### src/rtl/pipeline_interlock_pkg.sv
// Shared types and constants for the pipeline interlock (hazard/stall/freeze control).
// Register-number slice used across the datapath is exported as `RegNumPath.
`ifndef RegNumPath
`define RegNumPath 4:0
`endif

package pipeline_interlock_pkg;

   typedef enum logic {
      RUN      = 1'b0,
      MEM_WAIT = 1'b1
   } ilState_t;

   typedef logic [`RegNumPath] regNum_t;

   localparam int REG_NUM_W       = 5;
   localparam int REG_ZERO        = 0;
   localparam int MEM_TIMEOUT_DEF = 16;

endpackage

### src/rtl/pipeline_interlock_load_use.sv
// Load-use hazard comparator: requests a one-cycle stall when the ID instruction
// sources the destination of a load currently in EX. Register 0 never hazards.
module load_use_detect
   import pipeline_interlock_pkg::*;
#(
   parameter int REG_NUM_WIDTH = REG_NUM_W
) (
   input  logic                     memRdEnable,
   input  logic [REG_NUM_WIDTH-1:0] rdNum,
   input  logic [REG_NUM_WIDTH-1:0] rsNum,
   input  logic [REG_NUM_WIDTH-1:0] rtNum,
   input  logic                     usesRt,
   output logic                     stallReq
);

   logic rdNonZero;
   logic rsMatch;
   logic rtMatch;

   assign rdNonZero = (rdNum != REG_NUM_WIDTH'(REG_ZERO));
   assign rsMatch   = (rdNum == rsNum);
   assign rtMatch   = usesRt && (rdNum == rtNum);
   assign stallReq  = memRdEnable && rdNonZero && (rsMatch || rtMatch);

endmodule

### src/rtl/pipeline_interlock.sv
// Hazard/stall controller: memory freeze > branch flush > load-use stall.
// Define INTERLOCK_PERF_EN to add saturating stallCycles/flushCount counters.
module pipeline_interlock
   import pipeline_interlock_pkg::*;
#(
   parameter int REG_NUM_WIDTH  = REG_NUM_W,
   parameter int MEM_TIMEOUT    = MEM_TIMEOUT_DEF,
   parameter int WAIT_CNT_WIDTH = 5
) (
   input  logic                     clk,
   input  logic                     rst,
   input  logic                     idexMemRdEnable,
   input  logic [REG_NUM_WIDTH-1:0] idexRDOut,
   input  logic [REG_NUM_WIDTH-1:0] ifidRSOut,
   input  logic [REG_NUM_WIDTH-1:0] ifidRTOut,
   input  logic                     ifidUsesRT,
   input  logic                     exBranchTaken,
   input  logic                     dmemReq,
   input  logic                     dmemAck,
   output logic                     pcWrEnable,
   output logic                     ifidWrEnable,
   output logic                     idexWrEnable,
   output logic                     exmemWrEnable,
   output logic                     ifidFlush,
   output logic                     idexFlush,
   output logic                     memwbFlush,
   output logic                     memError
`ifdef INTERLOCK_PERF_EN
   ,
   output logic [31:0]              stallCycles,
   output logic [31:0]              flushCount
`endif
);

   ilState_t                  state;
   ilState_t                  stateNext;
   logic [WAIT_CNT_WIDTH-1:0] waitCnt;
   logic [WAIT_CNT_WIDTH-1:0] waitCntNext;
   logic                      memErrorNext;
   logic                      freeze;
   logic                      stallReq;

   load_use_detect #(
      .REG_NUM_WIDTH(REG_NUM_WIDTH)
   ) uLoadUse (
      .memRdEnable(idexMemRdEnable),
      .rdNum      (idexRDOut),
      .rsNum      (ifidRSOut),
      .rtNum      (ifidRTOut),
      .usesRt     (ifidUsesRT),
      .stallReq   (stallReq)
   );

   always_ff @(posedge clk or negedge rst) begin
      if (!rst) begin
         state    <= RUN;
         waitCnt  <= '0;
         memError <= 1'b0;
      end else begin
         state    <= stateNext;
         waitCnt  <= waitCntNext;
         memError <= memErrorNext;
      end
   end

   // A same-cycle ack is a single-cycle access and never enters MEM_WAIT.
   always_comb begin
      stateNext    = state;
      waitCntNext  = waitCnt;
      memErrorNext = memError;
      freeze       = 1'b0;
      case (state)
         RUN: begin
            if (dmemReq && !dmemAck) begin
               freeze      = 1'b1;
               stateNext   = MEM_WAIT;
               waitCntNext = WAIT_CNT_WIDTH'(1);
            end
         end
         MEM_WAIT: begin
            if (dmemAck) begin
               stateNext   = RUN;
               waitCntNext = '0;
            end else begin
               freeze = 1'b1;
               if (waitCnt == WAIT_CNT_WIDTH'(MEM_TIMEOUT)) begin
                  memErrorNext = 1'b1;
                  stateNext    = RUN;
                  waitCntNext  = '0;
               end else begin
                  waitCntNext = waitCnt + 1'b1;
               end
            end
         end
         default: begin
            stateNext   = RUN;
            waitCntNext = '0;
         end
      endcase
   end

   // A held branch stays in EX, so its flush lands on the first unfrozen cycle.
   always_comb begin
      pcWrEnable    = 1'b1;
      ifidWrEnable  = 1'b1;
      idexWrEnable  = 1'b1;
      exmemWrEnable = 1'b1;
      ifidFlush     = 1'b0;
      idexFlush     = 1'b0;
      memwbFlush    = 1'b0;
      if (!rst) begin
         pcWrEnable    = 1'b0;
         ifidWrEnable  = 1'b0;
         idexWrEnable  = 1'b0;
         exmemWrEnable = 1'b0;
      end else if (freeze) begin
         pcWrEnable    = 1'b0;
         ifidWrEnable  = 1'b0;
         idexWrEnable  = 1'b0;
         exmemWrEnable = 1'b0;
         memwbFlush    = 1'b1;
      end else if (exBranchTaken) begin
         ifidFlush = 1'b1;
         idexFlush = 1'b1;
      end else if (stallReq) begin
         pcWrEnable   = 1'b0;
         ifidWrEnable = 1'b0;
         idexFlush    = 1'b1;
      end
   end

`ifdef INTERLOCK_PERF_EN
   function automatic logic [31:0] satInc(input logic [31:0] v);
      return (v == 32'hFFFF_FFFF) ? v : v + 32'd1;
   endfunction

   always_ff @(posedge clk or negedge rst) begin
      if (!rst) begin
         stallCycles <= '0;
         flushCount  <= '0;
      end else begin
         if (!pcWrEnable) stallCycles <= satInc(stallCycles);
         if (ifidFlush)   flushCount  <= satInc(flushCount);
      end
   end
`endif

endmodule
### config.mk
export PLATFORM = sky130hd
export DESIGN_NAME = pipeline_interlock
export DESIGN_NICKNAME = d
export VERILOG_FILES = /design/src/rtl/pipeline_interlock_pkg.sv /design/src/rtl/pipeline_interlock_load_use.sv /design/src/rtl/pipeline_interlock.sv
export SDC_FILE = /design/constraint.sdc
export NUM_CORES = 1
export LEC_CHECK = 0
export BUFFER_PORTS_ARGS = -buffer_cell sky130_fd_sc_hd__buf_2
export CORE_MARGIN = 2
export CORE_UTILIZATION = 42
export DETAILED_ROUTE_END_ITERATION = 7
export PLACE_DENSITY_LB_ADDON = 0.3
export SYNTH_ARGS = -nofsm -noshare
export SYNTH_HDL_FRONTEND = slang
export SYNTH_HIERARCHICAL = 1
export SYNTH_SLANG_ARGS = --single-unit
### constraint.sdc
create_clock -name clk -period 1.8 [get_ports clk]
set_clock_uncertainty 0.2 [all_clocks]
set_input_delay 0.09 -clock clk [delete_from_list [all_inputs] [get_ports clk]]
set_output_delay 0.09 -clock clk [all_outputs]
set_load 0.01 [all_outputs]
==> flow_metrics.tcl, run 1 <==
set metrics [dict create \
    ff2ff_setup_slack_ps 260 \
    synth_ff_type "dfrtp_1" \
    initial_core_util 0.444 \
    cp.arrival_ps 1370 \
    finish.instance_area_um2 768 \
    synth_nets 89 \
    antenna_left 0 \
    period_share 0.921 \
    cp_cell_sequence "dlygate4sd3_1 -> buf_2 -> o21bai_1 -> nand2_1 -> a21oi_1 -> buf_2" \
    grt_util_all_layers 0.194 \
    syn_to_final_growth_pct 36.4 \
    clkLatencyLatePin_ps 260 \
    max_slew.worst_pin.slew_ps 356 \
    layout_common_cells "buf_2, xor2_1, inv_1, dfrtp_1, nor2_1" \
    ctsHoldBuffers 3 \
    numPortBuffers 29 \
    max_stage_delay_ps 530 \
    post_cts_buffers 0 \
    grt_pass1_wl_um 2030 \
    ys_top_cells_by_area "dfrtp_1, xor2_1, inv_1, xnor2_1, ha_1" \
    slew_headroom 0.761 \
    holdCritPathClass "in2async" \
    antenna_found_initial 0 \
    synth_top_area_cell "dfrtp_1" \
    synth_area_um2 563 \
    fmax_ghz 0.603 \
    drt_iter0_drc 6 \
    finalMaxSlewViolations 0 \
    cts_tree "done" \
    end_kind "primary output" \
    hold_viol_final 0 \
    yosys_warnings 6 \
    final_util 0.606 \
    die_x_um 40.6 \
    max_cap_violations 0 \
    ios 30 \
    cts_buffers 3 \
    min_period_ps 1660 \
    fin_nets 124 \
    synth-async-reset-ratio 1.00 \
    vias 561 \
    cts_resized 0 \
    setup_tns_ps 0 \
    vias_per_cell 4.92 \
    finalSetupViolCount 0 \
    synthCells 65 \
    cts-root-buf "clkbuf_4" \
    post-route-drc-count 0 \
    cts_htree_levels 1 \
    rr_startpoint "waitCnt[0]" \
    first_global_vias 502 \
    synth_seq_cells 7 \
    critPathKind "in2out" \
    fillers 131 \
    crit_required_ps 1510 \
    cp_max_fo 4 \
    synth-edff-count 0 \
    ys_types 29 \
    rsz0062_at_grt "false" \
    grt_overflow_total 0 \
    hpwl_um 1060 \
    num_antenna_cells 0 \
    cpMostUsedCell "buf_2" \
    routedWlPerCell_um 11.4 \
    grt_max_degree 10 \
    path_clk_slew_ps 60 \
    vdd_drop_max_uv 388 \
    clockBufferDepth 2 \
    slowest_stage "dlygate4sd3_1" \
    p_leak_nw 0.389 \
    dpl_cell_area_um2 712 \
    netlist.area_leader.share 0.311 \
    clock-sinks 7 \
    die_h_um 40.6 \
    core_mm2 0.00127 \
    place_congestion 0.702 \
    die-area_mm2 0.00165 \
    ys_seq_area_frac 0.311 \
    layout_commonest_cell "buf_2" \
    postSynthAreaPerCell_um2 8.66 \
    drive_above_1_share 0.354 \
    fp-row-count 13 \
    powerDensity_mw_per_mm2 610 \
    critPathLaunchType "input port" \
    status "finished clean" \
    r2r-end "state" \
    drt_first_pass_iters 4 \
    reg2reg_depth 5 \
    routed_wl_um 1300 \
]
## state kept, by name, summed over array words and instances (netlist names)
| signal | flops |
|---|---|
| waitCnt | 5 |
| memError | 1 |
| state | 1 |
## power breakdown
part / switching [mW] / internal, mW
sequential: 0.0171 / 0.171
combinational: 0.0684 / 0.0669
clock: 0.0606 / 0.0848
total: 0.146 / 0.323
## worst max-delay path by stage
stage | cells after the start | to | slack, ps | from
2_1_floorplan | 5 | pcWrEnable | 310 | idexRDOut[1]
3_3_place_gp | 5 | state | 280 | waitCnt[0]
3_5_place_dp | 6 | ifidWrEnable | 260 | idexRDOut[1]
4_1_cts | 6 | ifidWrEnable | 130 | dmemReq
5_1_grt | 4 | ifidWrEnable | 30 | state
6_report | 6 | ifidWrEnable | 140 | dmemReq
## kinds of logic after synthesis
kind of cell	after synthesis	synth area share
AO/OA/AOI/OAI	14	0.184
XOR/XNOR	11	0.171
adder cells (fa/ha/maj)	2	0.0444
buffers and inverters	9	0.0733
flip-flops	7	0.311
AND/OR/NAND/NOR	22	0.216
## cell usage after synthesis (2+ instances only)
cell / instances
xor2_1: 8
dfrtp_1: 7
inv_1: 7
nor2_1: 6
nand3_1: 4
xnor2_1: 3
a21oi_1: 2
buf_4: 2
ha_1: 2
nand2_1: 2
nand2b_1: 2
nor3_1: 2
o21ai_1: 2
## worst max-delay path: cells and delay by family
kind                   cells  cell delay, ps
AO/OA/AOI/OAI              2             330
buffers and inverters      3             810
AND/OR/NAND/NOR            1             120
## per-stage QoR
step	std cells	hold WS (ps)	worst slack (ps)	power [mW]
after floorplan	65	-406	306	0.266
after detailed placement	107	-256	256	0.323
after global placement	107	-260	281	0.318
after global routing	114	25.8	27.4	0.506
after CTS	114	12.5	133	0.475
final	114	1.28	143	0.469
## area by class of cell
class,count,area [µm²],area share
well taps,15,18.8,0.0244
repair buffers,32,175,0.228
inverters,7,26.3,0.0342
clock buffers,4,26.3,0.0342
multi-input cells,49,347,0.451
flip-flops and latches,7,175,0.228
## layer usage
layer / global-route usage / routed length, µm / vias up / share of wire
met4: 0.0750 / 20 / 0 / 0.015
met3: 0.0652 / 80 / 5 / 0.062
met5: 0 / 0 / - / 0
met2: 0.357 / 669 / 17 / 0.52
li1: - / - / 292 / -
met1: 0.199 / 527 / 247 / 0.41
(Power assumes the default switching activity.)
==> inputs of run 2 (changes only) <==
Settings changed: CTS_BUF_LIST set to sky130_fd_sc_hd__clkbuf_16, GPL_TIMING_DRIVEN set to 0.
==> run 2 against run 1 <==
- the run now ends with hold timing left
- wire length rose by 2.5%
- register-to-register slack is essentially flat
- sequential power hardly changed
- final cell count increased by 0.88%
==> flow_metrics.tcl, run 2 (synthesis gave the netlist of run 1 again) <==
set metrics [dict create \
    status "finished, violations left" \
    violations "hold timing" \
    routedWlPerCell_um 11.6 \
    ff2ff_setup_slack_ps 270 \
    first_global_vias 504 \
    path_clk_slew_ps 30 \
    powerDensity_mw_per_mm2 842 \
    layout_common_cells "buf_2, inv_1, xor2_1, dfrtp_1, nor2_1" \
    top_regs "waitCnt (5), memError (1), state (1)" \
    final_util 0.656 \
    p_total_mw 0.700 \
    place_congestion 0.788 \
    num_antenna_cells 0 \
    die_h_um 40.6 \
    layout_commonest_cell "buf_2" \
    fin_nets 125 \
    vias_per_cell 4.95 \
    top_register "waitCnt" \
    grt_max_degree 10 \
    cts_buffers 3 \
    antenna_left 0 \
    initial_core_util 0.444 \
    stdcell_count 115 \
    routed_wl_um 1330 \
    vdd_drop_max_uv 708 \
    largest_reg_flops 5 \
    post-route-drc-count 0 \
    clock-sinks 7 \
    critPathLaunchType "input port" \
    syn_to_final_growth_pct 47.8 \
    cp_max_fo 4 \
    cts_htree_levels 1 \
    cp-startpoint "dmemReq" \
    period_share 0.950 \
    hold_depth 3 \
    drive_above_1_share 0.390 \
    numPortBuffers 29 \
    reg2reg_depth 5 \
    p_leak_nw 0.424 \
    min_period_ps 1710 \
    max_slew.worst_pin.slew_ps 371 \
    hpwl_um 1060 \
    r2r-end "state" \
    clkLatencyLatePin_ps 230 \
    slew_headroom 0.751 \
    finalSetupViolCount 0 \
    hold_viol_final 1 \
    ios 30 \
    antenna_found_initial 0 \
    finalMaxSlewViolations 0 \
    cts_tree "done" \
    cp.arrival_ps 1420 \
    die-area_mm2 0.00165 \
    hold-worst-slack_ps -0.678 \
    post_cts_buffers 0 \
    hold_end "state" \
    setup_tns_ps 0 \
    drt_iter0_drc 8 \
    rr_startpoint "waitCnt[0]" \
    end_kind "primary output" \
    clockBufferDepth 2 \
    critPathKind "in2out" \
    min_from "dmemAck" \
    max_cap_violations 0 \
    rsz0062_at_grt "false" \
    cts-root-buf "clkbuf_16" \
    core_mm2 0.00127 \
    fmax_ghz 0.585 \
    vias 569 \
    grt_overflow_total 0 \
    dp.cells 109 \
    holdCritPathClass "in2reg" \
    die_x_um 40.6 \
    crit_required_ps 1510 \
    grt_util_all_layers 0.209 \
    fp-row-count 13 \
    drt_first_pass_iters 2 \
    grt_pass1_wl_um 2090 \
]
==> run 2: where the power goes <==
part           internal, mW  switching [mW]  total, mW  leakage (nW)
clock network         0.289          0.0833      0.372        0.0423
logic                0.0693          0.0689      0.138         0.293
registers             0.172          0.0182      0.190        0.0885
total                 0.530           0.170      0.700         0.424
==> run 2: cell type report <==
class	instances	area, µm²
clock buffers	3	75.1
fillers	112	437
multi-input cells	49	353
repair buffers	31	165
inverters	7	26.3
clock inverters	1	3.75
well taps	15	18.8
plain buffers	2	15.0
flip-flops and latches	7	175
==> run 2: worst max-delay path by stage <==
stage,to,slack (ps),cells past startpoint
global route,pcWrEnable,8,7
global placement,pcWrEnable,170,8
detailed placement,pcWrEnable,140,7
CTS,pcWrEnable,40,7
finish,pcWrEnable,90,7
floorplan,pcWrEnable,310,5
==> run 2: layer usage <==
layer  vias up  GRT usage  routed length (µm)
met3         5     0.0652                  78
met2        15      0.313                 657
met4         0      0.150                  37
li1        294          -                   -
met1       255      0.252                 556
met5         -          0                   0
==> run 2: timing repair <==
item | in CTS | in global routing
endpoints found under the hold margin | 8 | 0
hold buffers | 2 | 0
resized for setup | 0 | 2
setup endpoints to repair | 0 | 1
==> run 2: per-stage QoR <==
step	cell area (µm²)	setup WS, ps
finish	832	90.7
global route	832	7.93
CTS	826	36.1
detailed placement	727	137
global placement	727	172
floorplan	563	306
==> run 2: worst max-delay path, cell delays in order <==
cell and delay, ps:
dlygate4sd3_1 540, buf_2 130, o21bai_1 180, nand2_2 110, a21oi_2 130, buf_4 120
buf_2 110
==> inputs of run 3 (changes only) <==
Clock period 1.8 ns to 1.6 ns, I/O delays scaled along.
==> run 3 against run 2 <==
- the run now ends clean
- final cell count up 0.87%
- first-iteration DRC count is 50% lower
- count of clock-buffer cells in the layout did not move
- clock power rose by 12%
- die area unchanged
- setup slack lost 43 ps
- critical path type unchanged
- largest power group unchanged
- highest routed layer unchanged
==> flow_metrics.tcl, run 3 (synthesis gave the netlist of run 1 again) <==
set metrics [dict create \
    largest_reg_flops 5 \
    cp.arrival_ps 1270 \
    drive_above_1_share 0.426 \
    critPathKind "in2out" \
    initial_core_util 0.444 \
    fmax_ghz 0.644 \
    grt_util_all_layers 0.211 \
    critPathLaunchType "input port" \
    rsz0062_at_grt "false" \
    fin_nets 126 \
    holdCritPathClass "in2reg" \
    antenna_found_initial 0 \
    dpl_cell_area_um2 727 \
    vdd_drop_max_uv 818 \
    combPwrFrac 0.214 \
    top_regs "waitCnt (5), memError (1), state (1)" \
    clkPwrFrac 0.523 \
    die_x_um 40.6 \
    power_frac_seq 0.263 \
    vias 573 \
    layout_commonest_cell "buf_2" \
    finalMaxSlewViolations 0 \
    crit_required_ps 1320 \
    finish.instance_area_um2 872 \
    p_sw_frac 0.244 \
    min_period_ps 1550 \
    core_mm2 0.00127 \
    intPower_mw 0.605 \
    drt_iter0_drc 4 \
    grt_max_degree 10 \
    numPortBuffers 29 \
    hold_viol_final 0 \
    post-route-drc-count 0 \
    ios 30 \
    fp-row-count 13 \
    syn_to_final_growth_pct 54.9 \
    cp_max_fo 3 \
    fin_ws_ps 47.3 \
    die_h_um 40.6 \
    finalSetupViolCount 0 \
    place_congestion 0.788 \
    antenna_left 0 \
    reg2reg_depth 4 \
    routed_wl_um 1370 \
    cts_htree_levels 1 \
    layout_common_cells "buf_2, inv_1, xor2_1, nor2_1, dfrtp_1" \
    end_kind "primary output" \
    die-area_mm2 0.00165 \
    slew_headroom 0.801 \
    top_register "waitCnt" \
    post-place-ws_ps -43.4 \
    max_slew.worst_pin.slew_ps 298 \
    vias_per_cell 4.94 \
    powerDensity_mw_per_mm2 917 \
    hpwl_um 1060 \
    grt_overflow_total 0 \
    max_cap_violations 0 \
    first_global_vias 521 \
    path_clk_slew_ps 30 \
    hold_depth 4 \
    cts_buffers 3 \
    clockBufferDepth 2 \
    p_sw_mw 0.195 \
    period_share 0.970 \
    p_leak_nw 0.432 \
    grt_pass1_wl_um 2100 \
    routedWlPerCell_um 11.8 \
    status "finished clean" \
    cts-root-buf "clkbuf_16" \
    drt_first_pass_iters 2 \
    clock-sinks 7 \
    num_antenna_cells 0 \
    clkLatencyLatePin_ps 230 \
    cts_tree "done" \
]
## run 3: stage by stage
step / setup TNS (ps) / hold slack (ps) / power, mW / utilization / std cells
after floorplan: 0 / -416 / 0.300 / - / 65
after global placement: -7.60 / -266 / 0.361 / 0.573 / 109
after detailed placement: -43.4 / -268 / 0.366 / 0.573 / 109
after CTS: 0 / 24.1 / 0.804 / 0.677 / 116
after global routing: 0 / 35.7 / 0.841 / 0.687 / 116
final: 0 / 20.8 / 0.800 / 0.687 / 116
## run 3: worst paths after layout
kind / slack, ps / end / from
setup / recovery: 50 / ifidWrEnable / idexRDOut[1]
setup reg to reg: 130 / waitCnt[3] / state
hold reg to reg: 270 / memError / memError
min in group asynchronous: 40 / memError / rst
max in group asynchronous: 1010 / state / rst
hold / removal: 20 / state / dmemAck
## run 3: worst max-delay path, stage by stage
cell     delay (ps)
buf_2           130
or4_4           530
o21ai_2         160
a21oi_2          60
a21oi_2         170
buf_2           150
## run 3: routing by layer
layer	global-route usage	vias up	share of wire
li1	-	296	-
met1	0.238	257	0.41
met2	0.333	15	0.51
met3	0.0652	5	0.057
met4	0.150	0	0.027
met5	0	-	0
## run 3: final cells by class
class                   instances  area [µm²]
multi-input cells              49         373
well taps                      15        18.8
repair buffers                 33         191
clock inverters                 1        3.75
inverters                       7        26.3
plain buffers                   1        7.51
flip-flops and latches          7         176
fillers                       103         397
clock buffers                   3        75.1
## run 3: repair_timing
| item | in CTS | in global routing |
|---|---|---|
| setup buffers | 1 | 0 |
| pin swaps | 3 | 2 |
| hold buffers | 3 | 0 |
| resized for setup | 6 | 5 |
| gates cloned | 0 | 0 |
| setup endpoints to repair | 2 | 7 |
| endpoints found under the hold margin | 8 | 0 |
## run 3: power groups by stage
stage,clock (mW),sequential (mW),combinational (mW)
after global routing,0.432,0.214,0.195
after CTS,0.425,0.210,0.169
after floorplan,0,0.211,0.0884
final,0.418,0.210,0.172
after global placement,0,0.215,0.146
after detailed placement,0,0.215,0.151
